`config.mk`:
```
export PLATFORM = sky130hd
export DESIGN_NAME = serial_adder_fsm
export DESIGN_NICKNAME = d
export VERILOG_FILES = /design/src/rtl/serial_adder_fsm.sv
export SDC_FILE = /design/constraint.sdc
export NUM_CORES = 1
export LEC_CHECK = 0
export BUFFER_PORTS_ARGS = -buffer_cell sky130_fd_sc_hd__buf_2
export CORE_UTILIZATION = 52
export CTS_CLUSTER_SIZE = 40
export DETAILED_ROUTE_END_ITERATION = 7
export MAX_ROUTING_LAYER = met4
export PLACE_DENSITY = 0.75
export SLEW_MARGIN = 0
export SYNTH_ARGS = -nofsm -noshare
export SYNTH_HDL_FRONTEND = slang
export SYNTH_SLANG_ARGS = --single-unit
```
`constraint.sdc`:
```
create_clock -name clk -period 4.1 [get_ports clk]
set_input_delay 0.205 -clock clk [delete_from_list [all_inputs] [get_ports clk]]
set_output_delay 0.205 -clock clk [all_outputs]
set_load 0.01 [all_outputs]
```
`src/rtl/serial_adder_fsm.sv`:
```
// Digit-serial adder: DIGIT full-adder cells reused over WIDTH/DIGIT cycles behind a start/busy/done handshake.
// Define SERIAL_ADDER_FSM_OVF_EN to add the registered two's-complement overflow output ovf.
module serial_adder_fsm #(
    parameter int WIDTH = 8,
    parameter int DIGIT = 1
) (
    input  logic             clk,
    input  logic             rst,
    input  logic             start,
    input  logic [WIDTH-1:0] a,
    input  logic [WIDTH-1:0] b,
    input  logic             cin,
    output logic             busy,
    output logic             done,
    output logic [WIDTH-1:0] sum,
    output logic             cout
`ifdef SERIAL_ADDER_FSM_OVF_EN
    ,
    output logic             ovf
`endif
);

    localparam int N  = WIDTH / DIGIT;
    localparam int CW = (N > 1) ? $clog2(N) : 1;

    typedef enum logic [1:0] {S_IDLE, S_RUN, S_DONE} state_t;

    state_t           r_state;
    logic [WIDTH-1:0] r_a;
    logic [WIDTH-1:0] r_b;
    logic [WIDTH-1:0] r_res;
    logic             r_carry;
    logic [CW-1:0]    r_cnt;
    logic             r_busy;
    logic             r_done;
    logic [WIDTH-1:0] r_sum;
    logic             r_cout;

    logic [DIGIT:0]   w_c;
    logic [DIGIT-1:0] w_s;
    logic [WIDTH-1:0] w_res_next;
    logic             w_last;

    // Carry chain through DIGIT full-adder cells, seeded by the carry flop.
    assign w_c[0] = r_carry;
    generate
        for (genvar gi = 0; gi < DIGIT; gi++) begin : g_fa
            assign w_s[gi]   = r_a[gi] ^ r_b[gi] ^ w_c[gi];
            assign w_c[gi+1] = (r_a[gi] & r_b[gi]) | (w_c[gi] & (r_a[gi] ^ r_b[gi]));
        end
        if (DIGIT == WIDTH) begin : g_res_full
            assign w_res_next = w_s;
        end else begin : g_res_shift
            assign w_res_next = {w_s, r_res[WIDTH-1:DIGIT]};
        end
    endgenerate

    assign w_last = (r_cnt == CW'(N - 1));

`ifdef SERIAL_ADDER_FSM_OVF_EN
    logic r_ovf;
    assign ovf = r_ovf;
`endif

    always_ff @(posedge clk) begin
        if (rst) begin
            r_state <= S_IDLE;
            r_a     <= '0;
            r_b     <= '0;
            r_res   <= '0;
            r_carry <= 1'b0;
            r_cnt   <= '0;
            r_busy  <= 1'b0;
            r_done  <= 1'b0;
            r_sum   <= '0;
            r_cout  <= 1'b0;
`ifdef SERIAL_ADDER_FSM_OVF_EN
            r_ovf   <= 1'b0;
`endif
        end else begin
            r_done <= 1'b0;
            case (r_state)
                S_IDLE, S_DONE: begin
                    if (start) begin
                        r_a     <= a;
                        r_b     <= b;
                        r_carry <= cin;
                        r_res   <= '0;
                        r_cnt   <= '0;
                        r_busy  <= 1'b1;
                        r_state <= S_RUN;
                    end else begin
                        r_state <= S_IDLE;
                    end
                end
                S_RUN: begin
                    r_a     <= r_a >> DIGIT;
                    r_b     <= r_b >> DIGIT;
                    r_res   <= w_res_next;
                    r_carry <= w_c[DIGIT];
                    r_cnt   <= r_cnt + CW'(1);
                    if (w_last) begin
                        r_sum   <= w_res_next;
                        r_cout  <= w_c[DIGIT];
`ifdef SERIAL_ADDER_FSM_OVF_EN
                        // Carry into the sign bit vs. carry out of it.
                        r_ovf   <= w_c[DIGIT-1] ^ w_c[DIGIT];
`endif
                        r_busy  <= 1'b0;
                        r_done  <= 1'b1;
                        r_state <= S_DONE;
                    end
                end
                default: begin
                    r_busy  <= 1'b0;
                    r_state <= S_IDLE;
                end
            endcase
        end
    end

    assign busy = r_busy;
    assign done = r_done;
    assign sum  = r_sum;
    assign cout = r_cout;

endmodule

```
# ---- Word level (Yosys, flattened, before mapping)
# Cells that the tools add are included.
dict set report word_totals {
  in_bits 20
  reg_bits 41
  elab_cells 46
}
dict set report op_classes {
  reduce_logical 7
  bitwise 6
  muxes 17
  eq_ne 5
  add_sub_neg 1
}
# op count
set ops {}
lappend ops {{$pmux 8 s2} 3}
lappend ops {{$mux 8} 3}
lappend ops {{$pmux 3 s2} 1}
lappend ops {{$reduce_and 2->1} 3}
lappend ops {{$mux 1} 5}
lappend ops {{$ne 2x2->1 const B} 2}
lappend ops {{$pmux 1 s2} 2}
lappend ops {{$pmux 2 s2} 1}
lappend ops {{$reduce_or 2->1} 2}
lappend ops {{$add 3x1->3 const B} 1}
lappend ops {{$eq 3x3->1 const B} 1}
lappend ops {{$mux 3} 1}
lappend ops {{$and 1x1->1} 2}
lappend ops {{$eq 2x1->1 const B} 1}
lappend ops {{$eq 2x2->1 const B} 1}
lappend ops {{$logic_not 2->1} 1}
lappend ops {{$mux 2} 1}
lappend ops {{$reduce_bool 2->1} 1}
lappend ops {{$xor 1x1->1} 2}
lappend ops {{$not 1->1} 1}
lappend ops {{$or 1x1->1} 1}

# ---- Longest topological paths before layout
dict set report logic_depth {
  depth_word 4
  depth_mapped 6
}

# ---- Worst setup path after synthesis
# Ideal clock, no wire load.
dict set report synth_timing {
  path_type {reg2reg}
  startpoint {reg r_cnt[0]}
  endpoint {reg r_sum[1], in the netlist sum[1]}
  stages_incl_launch_ff 7
  slack_ns 2.790
  setup_time_ns 0.072
  arrival_time_ns 1.238
  required_time_ns 4.028
  path_cell_list {dfxtp_1 > ha_1 > ha_1 > nand3b_1 > clkbuf_1 > nand2_1 > a21oi_1}
}
dict set report synth_via {
  elab_chain_len 2
}
# item line
set synth_rtl {}
lappend synth_rtl {{start: declaration} 33} ;# logic [CW-1:0] r_cnt;
lappend synth_rtl {{start signal: assignment} 101} ;# r_cnt <= r_cnt + CW'(1);
lappend synth_rtl {{$eq 3x3->1} 58} ;# assign w_last = (r_cnt == CW'(N - 1));
lappend synth_rtl {{named net w_last} 42} ;# logic w_last;
lappend synth_rtl {{$reduce_and 2->1 (no line)} --}
lappend synth_rtl {{end signal: assignment} 103} ;# r_sum <= w_res_next;
lappend synth_rtl {{end: declaration} 36} ;# logic [WIDTH-1:0] r_sum;
# The timed path passes the listed nets, and every way through them passes these cells.
# A chain may end at the register's enable or synchronous reset.

# ---- Worst setup path in the final report
dict set report layout_timing {
  startpoint {reg r_state[0]}
  endpoint {reg r_a[1]}
}
dict set report layout_via {
  elab_chain_len 4
}
# item line
set layout_rtl {}
lappend layout_rtl {{start: declaration} 28} ;# state_t r_state;
lappend layout_rtl {{start signal: assignment} 67} ;# r_state <= S_IDLE;
lappend layout_rtl {{start signal: assignment} 91} ;# r_state <= S_RUN;
lappend layout_rtl {{start signal: assignment} 93} ;# r_state <= S_IDLE;
lappend layout_rtl {{$eq 2x2->1 / $logic_not 2->1 (equally long branches)} 82} ;# case (r_state)
lappend layout_rtl {{$reduce_or 2->1} 82}
lappend layout_rtl {{$ne 2x2->1 (no line) / $reduce_bool 2->1 (equally long branches)} --}
lappend layout_rtl {{$reduce_and 2->1 (no line)} --}
lappend layout_rtl {{end signal: assignment} 97} ;# r_a <= r_a >> DIGIT;
lappend layout_rtl {{end: declaration} 29} ;# logic [WIDTH-1:0] r_a;
# Parallel ways exist; a longest one is shown, timed or not.

==> out/summary.txt <==
Worst Tran Pin Value: 1133 ps
Clock Tree Buf Depth: 2
Worst Setup EP: r_a[1]
Fill count: 290
Mapped Avg Cell Area: 8.447 um2
Worst-path cell chain: nor2b_1, nand2_1, a311oi_2
CTS buffer count: 5
Busiest grt layer: met2
Pwr dens: 412.7 nW/um2
Remaining Overflow, GRT: 0
Slew Limit Fails: 0
Commonest non-fill, non-tap cell in the layout: nand2_1
Max VDD drop: 334.8 uV
Synth unique cells: 20
Vias in the first global route: 1210
Core Rows: 20
Crit path from: r_state[0]
Switching part of the total: 25.21%
Port-buffer cells: 30
DR iter-0 viols: 47
Grt met2 use: 31.36%
CP arrival: 2050 ps
Net Switching: 0.0001917 W
Routed vias/inst: 5.309
Met1 usage: 25.42%
P_int: 0.0005689 W
Die X: 58.57 um
R2r startpoint: r_state[0]
Clock skew: 13.55 ps
Post-Synthesis Cells: 197
Setup TNS: 0 ps
Slew margin rel.: 24.31%
Synth warnings: 0
Clock latency at the later pin of the worst-skew pair: 350 ps
Critical path endpoint category: flop
Synth-to-layout area growth: 10.75%
Grt met3 use: 6.593%
R2r setup slk: 2300 ps
Routed via count: 1391
Ranking of synthesized cells by area: dfxtp_1, nand2_1, a21oi_1
DRT Wirelength: 3130 um
Routed len/inst: 11.95 um
Residual DRC: 0
Share of power burned in registers: 55.3%
Initial DRT Pass Iterations: 4
Pre-CTS WS: 2338 ps
WHS Path Cells: 3
HPWL Detailed: 2051 um
Syn_nets: 220
Register bit total from synthesis: 40
Post-route cell area: 1843 um2
Crit path max fanout: 17
Core region area: 3053 um2
WS Path Type: reg2reg
Placed Area: 1767 um2
Final setup viols: 0
Die height: 58.57 um
Number of antenna violations at the first check in global routing: 0
Post-cts resize count: 0
Class of the worst hold path: in2reg
Logic pwr share: 11.4%
Area leader, netlist: dfxtp_1
Sequential cell area fraction in the yosys report: 48.12%
Startpoint Class: flop
Post-route clock period utilization: 43.81%
# IOs: 31
Critical Path Slowest Stage Cell: nor2b_1
Status: finished, final reports clean
FF-to-FF End: r_a[1]
Post-DRT Antenna Nets: 0
Largest net degree at the start of global routing: 44
Initial Utilization: 54.51%
Layout cell share with drive strength beyond 1: 20.64%
Max-cap violations: 0
Die ar.: 3430 um2
Reg2Reg Depth: 3
Fmax: 556.7 MHz
Nets: 240
Antenna Cells: 0
Unrepaired setup endpoints after global routing: no
Clock power frac: 33.3%
Endpoints failing hold: 0
CTS Sinks: 40
CP peak stage delay: 860 ps
PnR worst setup slack: 2304 ps
Synth top area share: 48.12%
Root buffer cell: clkbuf_4
Post-Syn Area: 1664 um2
GP Congestion: 0.7817
P_leak: 0.7252 nW
WP data required: 4360 ps
Htree depth: 2
Clk pin slew, worst setup/hold paths: 120 ps
Global-route wire length before repair: 5168 um
CTS tree: done
Commonest cells after routing, fill and taps aside: nand2_1, dfxtp_1, buf_2, nand3_1, a21oi_1
Setup bufs post-CTS: 0
Hold_buf cts: 0
Final Critical Period: 1796 ps
Total GRT Usage: 20.87%
[worst min path at each step]
stage | startpoint | end
finish | b[0] | r_b[0]
global route | b[7] | r_b[7]
CTS | a[7] | r_a[7]
detailed placement | sum[5] | sum[5]
global placement | cout | cout
floorplan | a[7] | r_a[7]
[worst max-delay path, delay by kind of cell, from the launching register on]
family | cells | cell delay [ps]
simple gates | 2 | 1030
compound gates | 1 | 300
flops | 1 | 370
[Yosys cell counts]
cell type / instances
buf_6: 2
nand3b_1: 1
buf_1: 1
buf_2: 4
nand2_1: 50
nor2_1: 20
a21oi_1: 21
inv_1: 1
dfxtp_1: 40
buf_4: 6
fa_1: 1
o32a_1: 1
nand3_1: 21
o21a_1: 1
a311oi_2: 7
nor2b_1: 2
clkbuf_1: 5
ha_1: 2
nand2b_1: 3
a311oi_1: 8
[per-stage QoR]
step	utilization (%)	power [W]	hold slack, ps	instances
2_1_floorplan	-	0.0005010	341.0	197
3_3_place_gp	57.87	0.0005129	440.3	254
3_5_place_dp	57.87	0.0005156	449.5	254
4_1_cts	60.37	0.0007649	89.47	262
5_1_grt	60.37	0.0007968	76.83	262
6_report	60.37	0.0007607	101.3	262
[layout make-up]
| type | count | area, um2 | area share (%) |
|---|---|---|---|
| Sequential cell | 40 | 800.8 | 43.45 |
| Multi-Input combinational cell | 138 | 749.5 | 40.67 |
| Timing Repair Buffer | 31 | 157.7 | 8.554 |
| Tap cell | 44 | 55.05 | 2.987 |
| Clock buffer | 6 | 41.29 | 2.240 |
| Clock inverter | 2 | 35.03 | 1.901 |
| Inverter | 1 | 3.754 | 0.2037 |
[power groups by stage]
stage           logic, W  clock network [W]  registers, W
2_1_floorplan  0.0000745                  0      0.000427
3_3_place_gp   0.0000846                  0      0.000428
3_5_place_dp   0.0000864                  0      0.000429
4_1_cts        0.0000871           0.000257      0.000421
5_1_grt        0.0000975           0.000276      0.000424
6_report       0.0000865           0.000253      0.000421
[cells by family after synthesis]
family | synth area share, %
and+or+nand+nor | 24.44
DFF | 48.12
AOI/OAI and AO/OA | 17.90
adders and majority gates | 2.707
buffers and inverters | 6.842
[state kept, by name, indices dropped and copies added (netlist names)]
| signal | count |
|---|---|
| cout | 1 |
| busy | 1 |
| r_a | 8 |
| sum | 8 |
| r_carry | 1 |
| done | 1 |
| r_b | 8 |
| r_cnt | 3 |
| r_res | 7 |
| r_state | 2 |
[routing by layer]
metal	vias to the layer above	wire [um]	share of wire, %
met5	-	0	0
met4	0	59	1.9
met3	5	136	4.3
met2	33	1461	47
met1	645	1472	47
li1	708	-	-
No activity file was read; power rests on OpenSTA's default activity.
